File: config.mk
export PLATFORM = sky130hd
export DESIGN_NAME = shru_lsu_arbiter
export DESIGN_NICKNAME = d
export VERILOG_FILES = /design/src/rtl/shru_lsu_arbiter_pkg.sv /design/src/rtl/shru_lsu_arbiter_store_fifo.sv /design/src/rtl/shru_lsu_arbiter.sv
export SDC_FILE = /design/constraint.sdc
export NUM_CORES = 1
export LEC_CHECK = 0
export ABC_AREA = 1
export CAP_MARGIN = 30
export CORE_AREA = 2 2 141 143
export CTS_BUF_LIST = sky130_fd_sc_hd__clkbuf_4 sky130_fd_sc_hd__clkbuf_8 sky130_fd_sc_hd__clkbuf_16
export DETAILED_ROUTE_END_ITERATION = 10
export DIE_AREA = 0 0 143 145
export DONT_BUFFER_PORTS = 1
export PLACE_DENSITY_LB_ADDON = 0.08
export SYNTH_ARGS = -nofsm -noshare
export SYNTH_HDL_FRONTEND = slang
export SYNTH_HIERARCHICAL = 1
export SYNTH_SLANG_ARGS = --single-unit
File: constraint.sdc
create_clock -name clk_i -period 6.2 [get_ports clk_i]
set_input_delay 1.86 -clock clk_i [delete_from_list [all_inputs] [get_ports clk_i]]
set_output_delay 1.86 -clock clk_i [all_outputs]
set_load 0.1 [all_outputs]
File: src/rtl/shru_lsu_arbiter_pkg.sv
// shru_pkg: shared types and helpers for the ShRU/LSU store arbiter.
//   DATA_WIDTH          operand width (XLEN)
//   SHRU_PAGE_OFFSET_W  width of a page offset
//   arb_state_e         arbiter states IDLE / SHRU / FAIR
//   fu_data_t           FU request (operand_a, imm, fu, operation, trans_id)
//   page_offset_of()    page offset addressed by a request: (operand_a + imm)[11:0]
package shru_pkg;

    localparam int unsigned DATA_WIDTH         = 32;
    localparam int unsigned SHRU_PAGE_OFFSET_W = 12;

    typedef enum logic [1:0] {IDLE, SHRU, FAIR} arb_state_e;

    typedef struct packed {
        logic [DATA_WIDTH-1:0] operand_a;
        logic [DATA_WIDTH-1:0] imm;
        logic [3:0]            fu;
        logic [6:0]            operation;
        logic [2:0]            trans_id;
    } fu_data_t;

    function automatic logic [SHRU_PAGE_OFFSET_W-1:0] page_offset_of(input fu_data_t d);
        logic [DATA_WIDTH-1:0] sum;
        sum = d.operand_a + d.imm;
        return sum[SHRU_PAGE_OFFSET_W-1:0];
    endfunction

endpackage

File: src/rtl/shru_lsu_arbiter_store_fifo.sv
// shru_store_fifo: strict-order buffer for ShRU stores with per-entry page-offset compare.
//   clk_i, rst_ni   clock, asynchronous active-low reset (discards contents)
//   push_i, data_i  write an entry (caller guarantees !full_o)
//   pop_i, head_o   remove the oldest entry (caller guarantees !empty_o)
//   full_o, empty_o, count_o  occupancy from registered state
//   page_offset_i   offset to compare against every valid entry
//   match_o         per-entry hit vector
module shru_store_fifo
    import shru_pkg::*;
#(
    parameter int unsigned DEPTH = 2
) (
    input  logic                          clk_i,
    input  logic                          rst_ni,
    input  logic                          push_i,
    input  fu_data_t                      data_i,
    input  logic                          pop_i,
    output fu_data_t                      head_o,
    output logic                          full_o,
    output logic                          empty_o,
    output logic [$clog2(DEPTH):0]        count_o,
    input  logic [SHRU_PAGE_OFFSET_W-1:0] page_offset_i,
    output logic [DEPTH-1:0]              match_o
);

    localparam int unsigned PTR_W = DEPTH > 1 ? $clog2(DEPTH) : 1;
    localparam int unsigned CNT_W = $clog2(DEPTH) + 1;

    fu_data_t         mem_q [DEPTH];
    logic [DEPTH-1:0] valid_q;
    logic [PTR_W-1:0] wr_ptr_q, rd_ptr_q;
    logic [CNT_W-1:0] count_q;

    // Explicit wrap keeps DEPTH == 1 correct, where the pointer has a spare bit.
    function automatic logic [PTR_W-1:0] ptr_inc(input logic [PTR_W-1:0] p);
        return (p == PTR_W'(DEPTH - 1)) ? '0 : p + PTR_W'(1);
    endfunction

    always_ff @(posedge clk_i or negedge rst_ni) begin
        if (!rst_ni) begin
            wr_ptr_q <= '0;
            rd_ptr_q <= '0;
            count_q  <= '0;
            valid_q  <= '0;
        end else begin
            if (pop_i) begin
                rd_ptr_q          <= ptr_inc(rd_ptr_q);
                valid_q[rd_ptr_q] <= 1'b0;
            end
            if (push_i) begin
                wr_ptr_q          <= ptr_inc(wr_ptr_q);
                valid_q[wr_ptr_q] <= 1'b1;
            end
            count_q <= count_q + CNT_W'(push_i) - CNT_W'(pop_i);
        end
    end

    // Payload storage needs no reset: valid_q qualifies every use.
    always_ff @(posedge clk_i) begin
        if (push_i) mem_q[wr_ptr_q] <= data_i;
    end

    assign head_o  = mem_q[rd_ptr_q];
    assign full_o  = count_q == CNT_W'(DEPTH);
    assign empty_o = count_q == '0;
    assign count_o = count_q;

    always_comb begin
        for (int i = 0; i < DEPTH; i++)
            match_o[i] = valid_q[i] && (page_offset_of(mem_q[i]) == page_offset_i);
    end

endmodule

File: src/rtl/shru_lsu_arbiter.sv
// shru_lsu_arbiter: buffers ShRU store requests and arbitrates them with issue-stage
// requests onto the single LSU port, with a burst limit so issue is not starved.
//   clk_i, rst_ni                           clock, asynchronous active-low reset
//   shru_valid_i, shru_fu_data_i            ShRU store request
//   shru_store_valid_o                      ShRU request accepted this cycle
//   issue_valid_i, issue_fu_data_i          issue-stage LSU request
//   issue_ready_o                           issue request accepted this cycle
//   lsu_ready_i, lsu_valid_o, lsu_fu_data_o LSU port
//   page_offset_i, page_offset_matches_o    load offset vs. pending ShRU stores
//   flush_i                                 kills the issue side for this cycle
// Build option SHRU_ARB_BYPASS_EN: with an empty buffer, outside FAIR and with the LSU
// ready, a ShRU request goes straight to the LSU in the same cycle.
module shru_lsu_arbiter
    import shru_pkg::*;
#(
    parameter int unsigned FIFO_DEPTH     = 2,
    parameter int unsigned MAX_SHRU_BURST = 8
) (
    input  logic                          clk_i,
    input  logic                          rst_ni,
    input  logic                          shru_valid_i,
    input  fu_data_t                      shru_fu_data_i,
    output logic                          shru_store_valid_o,
    input  logic                          issue_valid_i,
    input  fu_data_t                      issue_fu_data_i,
    output logic                          issue_ready_o,
    input  logic                          lsu_ready_i,
    output logic                          lsu_valid_o,
    output fu_data_t                      lsu_fu_data_o,
    input  logic [SHRU_PAGE_OFFSET_W-1:0] page_offset_i,
    output logic                          page_offset_matches_o,
    input  logic                          flush_i
);

    localparam int unsigned CNT_W = $clog2(MAX_SHRU_BURST) + 1;
    localparam int unsigned OCC_W = $clog2(FIFO_DEPTH) + 1;

    arb_state_e            state_q, state_d;
    logic [CNT_W-1:0]      burst_q, burst_d;
    fu_data_t              head;
    logic                  fifo_full, fifo_empty, push, pop, bypass;
    logic                  grant_shru, grant_issue, shru_xfer, issue_xfer;
    logic                  nonempty_next, burst_last, fair_hold;
    logic [OCC_W-1:0]      occ;
    logic [FIFO_DEPTH-1:0] match_vec;

`ifdef SHRU_ARB_BYPASS_EN
    assign bypass = fifo_empty && shru_valid_i && state_q != FAIR && lsu_ready_i;
`else
    assign bypass = 1'b0;
`endif

    shru_store_fifo #(
        .DEPTH(FIFO_DEPTH)
    ) u_fifo (
        .clk_i        (clk_i),
        .rst_ni       (rst_ni),
        .push_i       (push),
        .data_i       (shru_fu_data_i),
        .pop_i        (pop),
        .head_o       (head),
        .full_o       (fifo_full),
        .empty_o      (fifo_empty),
        .count_o      (occ),
        .page_offset_i(page_offset_i),
        .match_o      (match_vec)
    );

    always_comb begin
        grant_shru         = state_q != FAIR && (!fifo_empty || bypass);
        grant_issue        = !grant_shru && !flush_i;
        // Full is judged on registered occupancy only: no accept-on-pop when full.
        shru_store_valid_o = shru_valid_i && !fifo_full;
        push               = shru_store_valid_o && !bypass;
        lsu_valid_o        = grant_shru || (grant_issue && issue_valid_i);
        lsu_fu_data_o      = !lsu_valid_o ? '0 : bypass ? shru_fu_data_i : grant_shru ? head : issue_fu_data_i;
        shru_xfer          = grant_shru && lsu_ready_i;
        pop                = shru_xfer && !bypass;
        issue_xfer         = grant_issue && issue_valid_i && lsu_ready_i;
        issue_ready_o      = issue_xfer;
        nonempty_next      = (occ + OCC_W'(push) - OCC_W'(pop)) != '0;
        burst_last         = burst_q == CNT_W'(MAX_SHRU_BURST - 1);
        // Counting only matters while ShRU is actually holding off a waiting issue request.
        burst_d            = (!issue_valid_i || !grant_shru) ? '0 :
                             shru_xfer ? (burst_last ? '0 : burst_q + CNT_W'(1)) : burst_q;
        // FAIR is released by the issue transfer, a flush, or issue no longer waiting.
        fair_hold          = state_q == FAIR && !issue_xfer && !flush_i && issue_valid_i;
        state_d            = fair_hold ? FAIR :
                             (shru_xfer && issue_valid_i && burst_last) ? FAIR :
                             nonempty_next ? SHRU : IDLE;
        page_offset_matches_o = |match_vec || (bypass && page_offset_of(shru_fu_data_i) == page_offset_i);
    end

    always_ff @(posedge clk_i or negedge rst_ni) begin
        if (!rst_ni) begin
            state_q <= IDLE;
            burst_q <= '0;
        end else begin
            state_q <= state_d;
            burst_q <= burst_d;
        end
    end

endmodule
* After elaboration in Yosys (flattened, before gate mapping)
Memory sizes are Yosys's and may differ from the RTL's.
Index checks and enable logic that the tools add are counted.
** Word-level totals
- Memories :: 1
- Memory bits (writable) :: 156
- Output and inout bits :: 82
- Logic and storage cells :: 72
- Flip-flop bits (word level) :: 12
** Memories
- u_fifo.mem_q :: words 2, bits a word 78, rd ports 3, clocked after Yosys merged registers in 0, wr ports 1, RTL line shru_lsu_arbiter_store_fifo.sv:29 : fu_data_t mem_q [DEPTH];
** Cells by class
- Muxes and demuxes :: 18
- Magnitude comparators :: 4
- Bitwise logic cells :: 3
- Add/subtract/negate cells :: 7
- Reduce and logical (&&, ||, !) cells :: 27
- Equality and inequality tests :: 6
** Operator list (count)
- $mux W78 :: 2
- $add A12 B12 Y12 :: 2
- $eq A12 B12 Y1 :: 2
- $logic_and A1 B1 Y1 :: 15
- $mux W4 :: 3
- $mux W2 :: 4
- $mux W1 :: 7
- $logic_not A1 Y1 :: 6
- $add A4 B1 Y4 const B :: 1
- $eq A2 B2 Y1 const B :: 2
- $eq A4 B3 Y1 const B :: 1
- $lt A1 B2 Y1 const B :: 2
- $reduce_bool A2 Y1 :: 2
- $add A1 B1 Y1 const B :: 2
- $add A2 B1 Y2 :: 1
- $and A2 B2 Y2 :: 1
- $demux W1 S1 :: 2
- $ge A1 B1 Y1 const B :: 2
- $logic_not A2 Y1 :: 1
- $logic_or A1 B1 Y1 :: 2
- $ne A2 B2 Y1 const B :: 1
- $not A2 Y2 :: 1
- $or A2 B2 Y2 :: 1
- $reduce_or A2 Y1 :: 1
- $sub A2 B1 Y2 :: 1

* Logic depth before layout (Yosys ltp)
Gate-level depths: netlist of run 1.
- Depth in word-level cells :: 12
- Gate-level depth with buffers :: 16

* Hierarchy
Netlist of run 1, hierarchy kept.
** Modules (own cells, without submodules)
- shru_store_fifo :: area an instance 7529.7 µm², times used 1, cells an instance 743, sequential area each 4834.6 µm²
- shru_lsu_arbiter :: area an instance 1691.6 µm², times used 1, cells an instance 359, sequential area each 150.1 µm²

* Least setup slack after synthesis of run 1
OpenSTA, ideal clock, no wires.
- Kind :: input to register
- Start point :: in shru_valid_i
- End point :: mem u_fifo/mem_q[0][0] in the netlist's numbering, enable pin
- Data arrival time :: 6.818 ns
- Stages :: 4
- Slack :: -1.134 ns
- Setup time :: 0.515 ns
- Path through :: inv_1 nor2_1 inv_1 nor2_1
** Between the ends
- Word-level cells in the longest chain between the ends :: 3
** RTL lines
- from (decl) :: RTL line shru_lsu_arbiter.sv:21 : input logic shru_valid_i,
- $logic_and A1 B1 Y1 :: RTL line shru_lsu_arbiter.sv:73 : shru_store_valid_o = shru_valid_i && !fifo_full;
- net shru_store_valid_o :: RTL line shru_lsu_arbiter.sv:23 : output logic shru_store_valid_o,
- $mux W1 :: RTL line shru_lsu_arbiter_store_fifo.sv:60 : if (push_i) mem_q[wr_ptr_q] <= data_i;
- $mux W1 (implied by the code) :: RTL line shru_lsu_arbiter_store_fifo.sv:60
- to (decl) :: RTL line shru_lsu_arbiter_store_fifo.sv:29
The timed path passes the listed nets, and every way through them passes these cells.

* Worst setup path in the final report of run 1
- Start point :: in page_offset_i[0]
- End point :: out page_offset_matches_o
** Between the ends
- Word-level cells in the longest chain between the ends :: 3
- Elaborated cells between the ends (all ways) :: 5
- Classes of those cells :: eq/ne: 2; reduce/logical: 3
** RTL lines
- from (decl) :: RTL line shru_lsu_arbiter.sv:30 : input logic [SHRU_PAGE_OFFSET_W-1:0] page_offset_i,
- $eq A12 B12 Y1 :: RTL line shru_lsu_arbiter_store_fifo.sv:70 : match_o[i] = valid_q[i] && (page_offset_of(mem_q[i]) == page_offset_i);
- $logic_and A1 B1 Y1 :: RTL line shru_lsu_arbiter_store_fifo.sv:70
- net match_vec[1] :: RTL line shru_lsu_arbiter.sv:45 : logic [FIFO_DEPTH-1:0] match_vec;
- $reduce_or A2 Y1 :: RTL line shru_lsu_arbiter.sv:91 : page_offset_matches_o = |match_vec || (bypass && page_offset_of(shru_fu_data_i) == page_offset_i);
- to (decl) :: RTL line shru_lsu_arbiter.sv:31 : output logic page_offset_matches_o,
The timed path passes the listed nets, and every way through them passes these cells.

==> qor.yml, run 1 <==
status:
  status: "finished clean"
floorplanning:
  ioPinCount: 256
  die-area_um2: 20700
  die_y_um: 145
  die_w_um: 143
  rows: 51
  initial_core_util_pct: 48.0
  core_area_um2: 19200
worst_hold_path:
  hp-class: "register to register"
clocking:
  cts_hold_buf: 0
  cts_tree: "done"
  post_cts_buffers: 0
  cts_sinks: 168
  cts.clk_slew.worst_paths_ns: 0.06
  ctsHtreeMaxLevel: 4
  clock_latency_ns: 0.42
  clockBufferDepth: 2
  cts-root-buf: "clkbuf_16"
  numCtsBuffers: 17
  cts_resized: 0
placement:
  finalWeightedCongestion: 0.890
  dp_cells: 1416
  port_buffers: 0
  dpl-instance-area_um2: 10100
  dpl.hpwl_um: 15600
timing:
  finalMaxSlewViolations: 0
  min_period_ns: 5.05
  setup_violations: 0
  hold_viol: 0
  fmax_mhz: 198
  max_slew_margin_pct: 34.7
  setup_tns_ns: 0
  min_period_over_period_pct: 81.5
  skew_ns: 0.00632
  rsz0062_at_grt: "false"
  timing_worst_slew_pin_value_ns: 0.979
  whs_ns: 0.516
logic_synthesis:
  synth_warnings: 6
  netlist_instances: 1102
  synth.avg_cell_area_um2: 8.37
  ys_ff_latch: 168
  syn_nets: 1305
  syn-cell-area_um2: 9220
  synth.distinct_cells: 32
  yosysSeqAreaShare_pct: 54.1
detailed_routing:
  first_pass_iters: 5
  drc: 0
  viasPerCell: 4.85
  drt-wirelength-per-cell_um: 15.0
  ant_nets: 0
  routed-via-count: 7033
  routed_wirelength_um: 21700
  drt-initial-drc-count: 444
global_routing:
  grt_max_degree: 85
  grt_usage_pct: 21.4
  grt_overflow: 0
  grt_pass1_wl_um: 34100
  antenna_found_initial: 1
  grt_pass1_vias: 6698
finish:
  most-common-layout-cells: "nand2_1, edfxtp_1, inv_1, buf_4, nand3_1"
  fin_cells: 1449
  fin_nets: 1373
  final_area_um2: 10700
  drive_gt1_share_pct: 12.7
  mostFrequentLayoutCell: "nand2_1"
  area_growth_pct: 15.7
worst_setup_path:
  required_ns: 4.34
  end_kind: "primary output"
  crit_type: "input port to primary output"
  reg2reg_slack_ns: 3.87
  arrival_ns: 3.19
  cp-start-kind: "input port"
  critPathMaxFanout: 4
job:
  cap_violations: 0
cells in the mapped netlist:
master	number	area share (%)
a21boi_0	2	0.16
a21o_1	1	0.081
a21o_2	1	0.095
a21oi_1	8	0.43
a21oi_2	2	0.19
a31oi_1	1	0.068
buf_1	10	0.41
buf_2	19	1.0
buf_4	5	0.41
buf_6	2	0.24
clkbuf_1	6	0.24
dfrtp_1	12	3.3
edfxtp_1	156	51
fa_1	2	0.43
ha_1	27	3.7
inv_1	111	4.5
inv_2	4	0.16
nand2_1	516	21
nand2_2	8	0.54
nand3_1	69	3.7
nand3_2	1	0.11
nand3b_1	4	0.33
nand4_1	8	0.54
nor2_1	46	1.9
nor2_4	1	0.12
o21a_1	2	0.16
o21ai_0	9	0.49
o21ai_1	39	2.1
o21ai_2	1	0.095
or2_2	3	0.20
xnor2_1	12	1.1
xor2_1	14	1.3
through the flow:
step / util (%) / setup WS [ns]
after CTS: 55.5 / 1.17
after global routing: 55.5 / 1.02
after detailed placement: 52.5 / 1.17
final: 55.5 / 1.15
after floorplan: - / 0.149
after global placement: 52.2 / 1.20
cell families (layout without fill, tap and decap cells):
kind of cell | count (synthesis) | in the layout | share of synthesized area (%)
AOI/OAI and AO/OA | 66 | 66 | 3.89
xor gates and xnor gates | 26 | 26 | 2.47
adders and majority gates | 29 | 29 | 4.10
buffers and inverters | 157 | 238 | 7.01
DFF | 168 | 168 | 54.1
other | 0 | 1 | 0
and+or+nand+nor | 656 | 656 | 28.5
final timing paths:
check,start,to,depth (start not counted)
setup / recovery,page_offset_i[0],page_offset_matches_o,9
max in group asynchronous,rst_ni,u_fifo/rd_ptr_q$_DFFE_PN0P_,0
hold reg to reg,burst_q[3]$_DFFE_PN0P_,burst_q[3]$_DFFE_PN0P_,2
setup reg to reg,u_fifo/count_o[1]$_DFF_PN0_,state_q[0]$_DFF_PN0_,11
hold / removal,burst_q[3]$_DFFE_PN0P_,burst_q[3]$_DFFE_PN0P_,2
min in group asynchronous,rst_ni,state_q[1]$_DFF_PN0_,0
sequential cells by signal (all words and copies together), names as in the netlist:
name,cells
burst_q,4
state_q,2
u_fifo/count_o,2
u_fifo/mem_q,156
u_fifo/rd_ptr_q,1
u_fifo/valid_q,2
u_fifo/wr_ptr_q,1
layout make-up:
type / count / area, um^2
clock inverter: 13 / 135
tap: 265 / 332
multi-input combinational: 777 / 3610
fill: 1780 / 8540
sequential: 168 / 4990
antenna: 1 / 2.50
clock buffer: 19 / 440
timing repair buffer: 91 / 733
inverter: 115 / 433
routing by layer:
| layer | track usage [%] | wire (um) | vias up |
|---|---|---|---|
| met3 | 6.40 | 1530 | 24 |
| met1 | 26.8 | 9310 | 3155 |
| met2 | 35.9 | 10500 | 201 |
| met5 | 0 | 0 | - |
| li1 | - | - | 3653 |
| met4 | 5.84 | 323 | 0 |
critical path, cell delays in order:
cell,delay (ns)
inv_1,0.04
a21boi_0,0.16
nand3_1,0.15
nor2_1,0.12
nand3_1,0.07
nor2_1,0.14
nand4_1,0.10
nor2_1,0.09
or2_2,0.46
Power of run 1 is left out: the tool's default activity adds up to more than one toggle a clock period on the data nets, which glitch-free logic cannot reach.
==> run 2: changes to the inputs <==
Clock period 6.2 ns to 4.75 ns, I/O delays scaled along.
==> run 2 against run 1 <==
Via count increased by 1.3%; setup slack lost 0.67 ns; wire length rose by 5.5%; count of clock-buffer cells in the layout fell by 2; critical path depth rose by 4; clock skew up 0.0064 ns; first-iteration DRC count decreased by 22%; die area is the same; worst hold slack got worse by 0.010 ns; sequential share of layout area down 0.58 points; highest routed layer unchanged.
==> qor.yml, run 2 (synthesis gave the netlist of run 1 again) <==
worst_setup_path:
  cp-start-kind: "register"
  cp_slowest_cell: "fa_1"
  crit_top_cell: "nor2_1"
  end_kind: "primary output"
  cp_cell_sequence: "ha_1 > inv_1 > fa_1 > nand2_1 > inv_1 > nor2_1 > nand3_1 > nor2_1 > nand3_1 > nor2_1 > nand4_1 > nor2_1 > or2_2"
  cp_slowest_stage_delay_ns: 0.45
  arrival_ns: 2.85
  required_ns: 3.32
  worst_path_dominant_cell_family: "simple AND/OR/NAND/NOR gates"
  critPathMaxFanout: 2
  crit_type: "register to primary output"
  worst-path-buf-inv: 2
finish:
  most-common-layout-cells: "nand2_1, edfxtp_1, inv_1, buf_4, nand3_1"
  fin_nets: 1371
  drive_gt1_share_pct: 12.5
  fin_cells: 1446
  area_growth_pct: 17.2
  largest_register_ffs: 156
  top_register: "u_fifo/mem_q"
  top_regs: "u_fifo/mem_q x156, burst_q x4"
  mostFrequentLayoutCell: "nand2_1"
  antenna_cells: 0
detailed_routing:
  drc: 0
  ant_nets: 0
  drt-initial-drc-count: 345
  routed_wirelength_um: 22900
  first_pass_iters: 5
  drt-wirelength-per-cell_um: 15.8
  viasPerCell: 4.93
  routed-via-count: 7127
clocking:
  cts_resized: 0
  clock_latency_ns: 0.42
  cts_sinks: 168
  cts_tree: "done"
  post_cts_buffers: 0
  numCtsBuffers: 17
  ctsHtreeMaxLevel: 4
  cts-root-buf: "clkbuf_16"
  clockBufferDepth: 2
  cts_hold_buf: 0
  cts.clk_slew.worst_paths_ns: 0.07
global_routing:
  grt_pass1_wl_um: 35300
  grt_usage_pct: 22.4
  grt_pass1_vias: 6664
  grt_overflow: 0
  grt_max_degree: 85
  antenna_found_initial: 0
timing:
  max_slew_margin_pct: 36.4
  fmax_mhz: 234
  rsz0062_at_grt: "false"
  setup_violations: 0
  timing_worst_slew_pin_value_ns: 0.954
  hold_viol: 0
  skew_ns: 0.0127
  setup_tns_ns: 0
  min_period_ns: 4.27
  finalMaxSlewViolations: 0
  min_period_over_period_pct: 89.9
floorplanning:
  die_w_um: 143
  initial_core_util_pct: 48.0
  core_area_um2: 19200
  die-area_um2: 20700
  ioPinCount: 256
  die_y_um: 145
  rows: 51
placement:
  dpl.hpwl_um: 16800
  finalWeightedCongestion: 0.902
  port_buffers: 0
  dp_cells: 1414
status:
  status: "finished clean"
worst_hold_path:
  hp-class: "register to register"
job:
  cap_violations: 0
-- run 2: cell types whose count changed in the layout (fill, tap and decap cells not counted), sizes merged --
cell      previous run  this run
clkbuf              19        17
inv                121       122
clkinvlp             3         1
diode                1         0
buf                 91        89
clkinv               3         6
-- run 2: final cells by class --
| cell class | instances | area, um^2 |
|---|---|---|
| clock inverter | 15 | 174 |
| clock buffer | 17 | 425 |
| tap | 265 | 332 |
| sequential | 168 | 4990 |
| multi-input combinational | 777 | 3610 |
| timing repair buffer | 89 | 843 |
| fill | 1756 | 8400 |
| inverter | 115 | 435 |
-- run 2: final timing paths --
check,cells after the start,start,to,slack [ns]
setup / recovery,13,u_fifo/mem_q[1][14]$_DFFE_PP_,page_offset_matches_o,0.48
max in group asynchronous,0,rst_ni,u_fifo/valid_q[1]$_DFF_PN0_,3.98
hold reg to reg,2,burst_q[3]$_DFFE_PN0P_,burst_q[3]$_DFFE_PN0P_,0.51
min in group asynchronous,0,rst_ni,burst_q[3]$_DFFE_PN0P_,0.69
setup reg to reg,11,u_fifo/count_o[1]$_DFF_PN0_,state_q[0]$_DFF_PN0_,2.64
hold / removal,2,burst_q[3]$_DFFE_PN0P_,burst_q[3]$_DFFE_PN0P_,0.51
-- run 2: worst reg2reg max path: cells and delay by family (launching register included) --
family	cells	cell delay, ns
and+or+nand+nor	6	0.86
adders and majority gates	2	0.50
DFF	1	0.42
buffers and inverters	3	0.22
-- run 2: per-stage QoR --
step | setup slack (ns) | area [um^2] | util (%) | hold slack, ns
floorplan | 0.227 | 9240 | - | 0.456
global placement | 0.665 | 10200 | 53.1 | 0.487
detailed placement | 0.611 | 10200 | 53.1 | 0.492
CTS | 0.436 | 10800 | 56.2 | 0.511
global route | 0.320 | 10800 | 56.2 | 0.559
finish | 0.480 | 10800 | 56.2 | 0.506
-- run 2: per-layer routing --
layer | GRT usage [%] | routed length [um]
met1 | 29.3 | 9650
met2 | 36.2 | 11000
met3 | 7.23 | 1990
met4 | 5.10 | 293
met5 | 0 | 0
Power of run 2 is left out for the same reason.
==> run 3: changes to the inputs <==
Settings changed: CTS_CLUSTER_SIZE set to 24, GPL_TIMING_DRIVEN set to 0.
==> run 3 against run 2 <==
Die area stayed put; setup slack worse by 0.18 ns; flip-flop and latch count stayed put; global-route usage is 1.6 points higher; sequential share of layout area is 2.3 points higher; worst hold slack better by 0.0040 ns; core utilization is 2.7 points lower; critical path depth is 6 lower; wire length is 6.9% higher; final cell count is 2.8% lower; register-to-register slack worse by 0.47 ns.
==> qor.yml, run 3 (synthesis gave the netlist of run 1 again) <==
placement:
  finalWeightedCongestion: 0.902
  port_buffers: 0
  place_ws_ns: 0.309
  dp_cells: 1373
  dpl.hpwl_um: 19100
worst_setup_path:
  cp-start-kind: "input port"
  worst-path-buf-inv: 3
  cp_slowest_stage_delay_ns: 0.65
  worst_r2r_endpoint: "u_fifo/mem_q[0][48]$_DFFE_PP_"
  cp_slowest_cell: "inv_1"
  required_ns: 3.32
  worst_path_dominant_cell_family: "buffers and inverters"
  reg2reg_slack_ns: 2.17
  end_kind: "primary output"
  critPathMaxFanout: 10
  crit_top_cell: "nand2_1"
  crit_start: "issue_valid_i"
  cp_cell_sequence: "inv_2 > nor2_4 > buf_2 > nand2_1 > nand2_1 > o21ai_1 > inv_1"
  crit_end: "lsu_fu_data_o[48]"
  ff2ff_path_depth: 7
  cp.depth: 7
  arrival_ns: 3.02
  crit_type: "input port to primary output"
  rr_startpoint: "u_fifo/count_o[1]$_DFF_PN0_"
clocking:
  clockBufferDepth: 2
  clock_latency_ns: 0.43
  numCtsBuffers: 17
  cts.clk_slew.worst_paths_ns: 0.06
  cts_sinks: 168
  cts-root-buf: "clkbuf_16"
  cts_tree: "done"
  cts_hold_buf: 0
  post_cts_buffers: 0
  ctsHtreeMaxLevel: 4
  cts_resized: 0
detailed_routing:
  drt-initial-drc-count: 558
  viasPerCell: 5.01
  routed_wirelength_um: 24500
  drt-wirelength-per-cell_um: 17.4
  routed-via-count: 7036
  first_pass_iters: 7
  ant_nets: 0
  drc: 0
global_routing:
  grt_overflow: 0
  grt_max_degree: 31
  grt_pass1_vias: 6566
  grt_pass1_wl_um: 36600
  antenna_found_initial: 0
  grt_usage_pct: 24.0
floorplanning:
  core_area_um2: 19200
  initial_core_util_pct: 48.0
  ioPinCount: 256
  die_y_um: 145
  rows: 51
  die-area_um2: 20700
  die_w_um: 143
finish:
  largest_register_ffs: 156
  antenna_cells: 0
  area_growth_pct: 11.5
  fin_cells: 1405
  mostFrequentLayoutCell: "nand2_1"
  most-common-layout-cells: "nand2_1, edfxtp_1, inv_1, nand3_1, nor2_1"
  seq_area_um2: 4980
  drive_gt1_share_pct: 7.72
  fin_nets: 1330
  multi_input_area_um2: 3600
  finalCoreUtilization_pct: 53.5
  fillers: 1829
  top_regs: "u_fifo/mem_q x156, burst_q x4"
  top_register: "u_fifo/mem_q"
timing:
  timing_worst_slew_pin_value_ns: 0.945
  finalMaxSlewViolations: 0
  setup_violations: 0
  whs_ns: 0.510
  hold_viol: 0
  rsz0062_at_grt: "false"
  setup_slack_ns: 0.302
  max_slew_margin_pct: 36.8
  min_period_over_period_pct: 93.6
  skew_ns: 0.0104
  fmax_mhz: 225
  min_period_ns: 4.45
job:
  cap_violations: 0
status:
  status: "finished clean"
worst_hold_path:
  hp-class: "register to register"
## run 3: routing by layer
metal	wire length [um]	share of wire, %	up-vias	track usage [%]
li1	-	-	3583	-
met1	10500	43	3224	31.1
met2	11500	47	205	38.2
met3	1830	7.5	24	7.52
met4	611	2.5	0	7.67
met5	0	0	-	0
## run 3: how the worst min path moves through the flow
stage | from | endpoint | slack [ns] | cells past startpoint
after floorplan | u_fifo/valid_q[1]$_DFF_PN0_ | u_fifo/valid_q[1]$_DFF_PN0_ | 0.46 | 2
after global placement | burst_q[3]$_DFFE_PN0P_ | burst_q[3]$_DFFE_PN0P_ | 0.49 | 2
after detailed placement | burst_q[3]$_DFFE_PN0P_ | burst_q[3]$_DFFE_PN0P_ | 0.49 | 2
after CTS | burst_q[3]$_DFFE_PN0P_ | burst_q[3]$_DFFE_PN0P_ | 0.51 | 2
after global routing | burst_q[3]$_DFFE_PN0P_ | burst_q[3]$_DFFE_PN0P_ | 0.56 | 2
final | burst_q[1]$_DFFE_PN0P_ | burst_q[1]$_DFFE_PN0P_ | 0.51 | 2
## run 3: area by class of cell
type                            count  share of cell area (%)
Inverter                          115                    4.23
Tap cell                          265                    3.22
Clock buffer                       18                    4.21
Buffer                             42                    2.09
Timing Repair Buffer                6                    1.14
Clock inverter                     14                    1.58
Sequential cell                   168                    48.5
Multi-Input combinational cell    777                    35.0
## run 3: per-stage QoR
| stage | TNS [ns] | instance area, um^2 |
|---|---|---|
| 3_5_place_dp | 0 | 9690 |
| 6_report | 0 | 10300 |
| 3_3_place_gp | -24.52 | 9570 |
| 5_1_grt | 0 | 10300 |
| 2_1_floorplan | 0 | 9240 |
| 4_1_cts | 0 | 10300 |
## run 3: worst min-delay path: stages, from the launching register on
cell	delay [ns]
dfrtp_1	0.37
nand2_1	0.06
nand2_1	0.05
Power of run 3 is left out for the same reason.
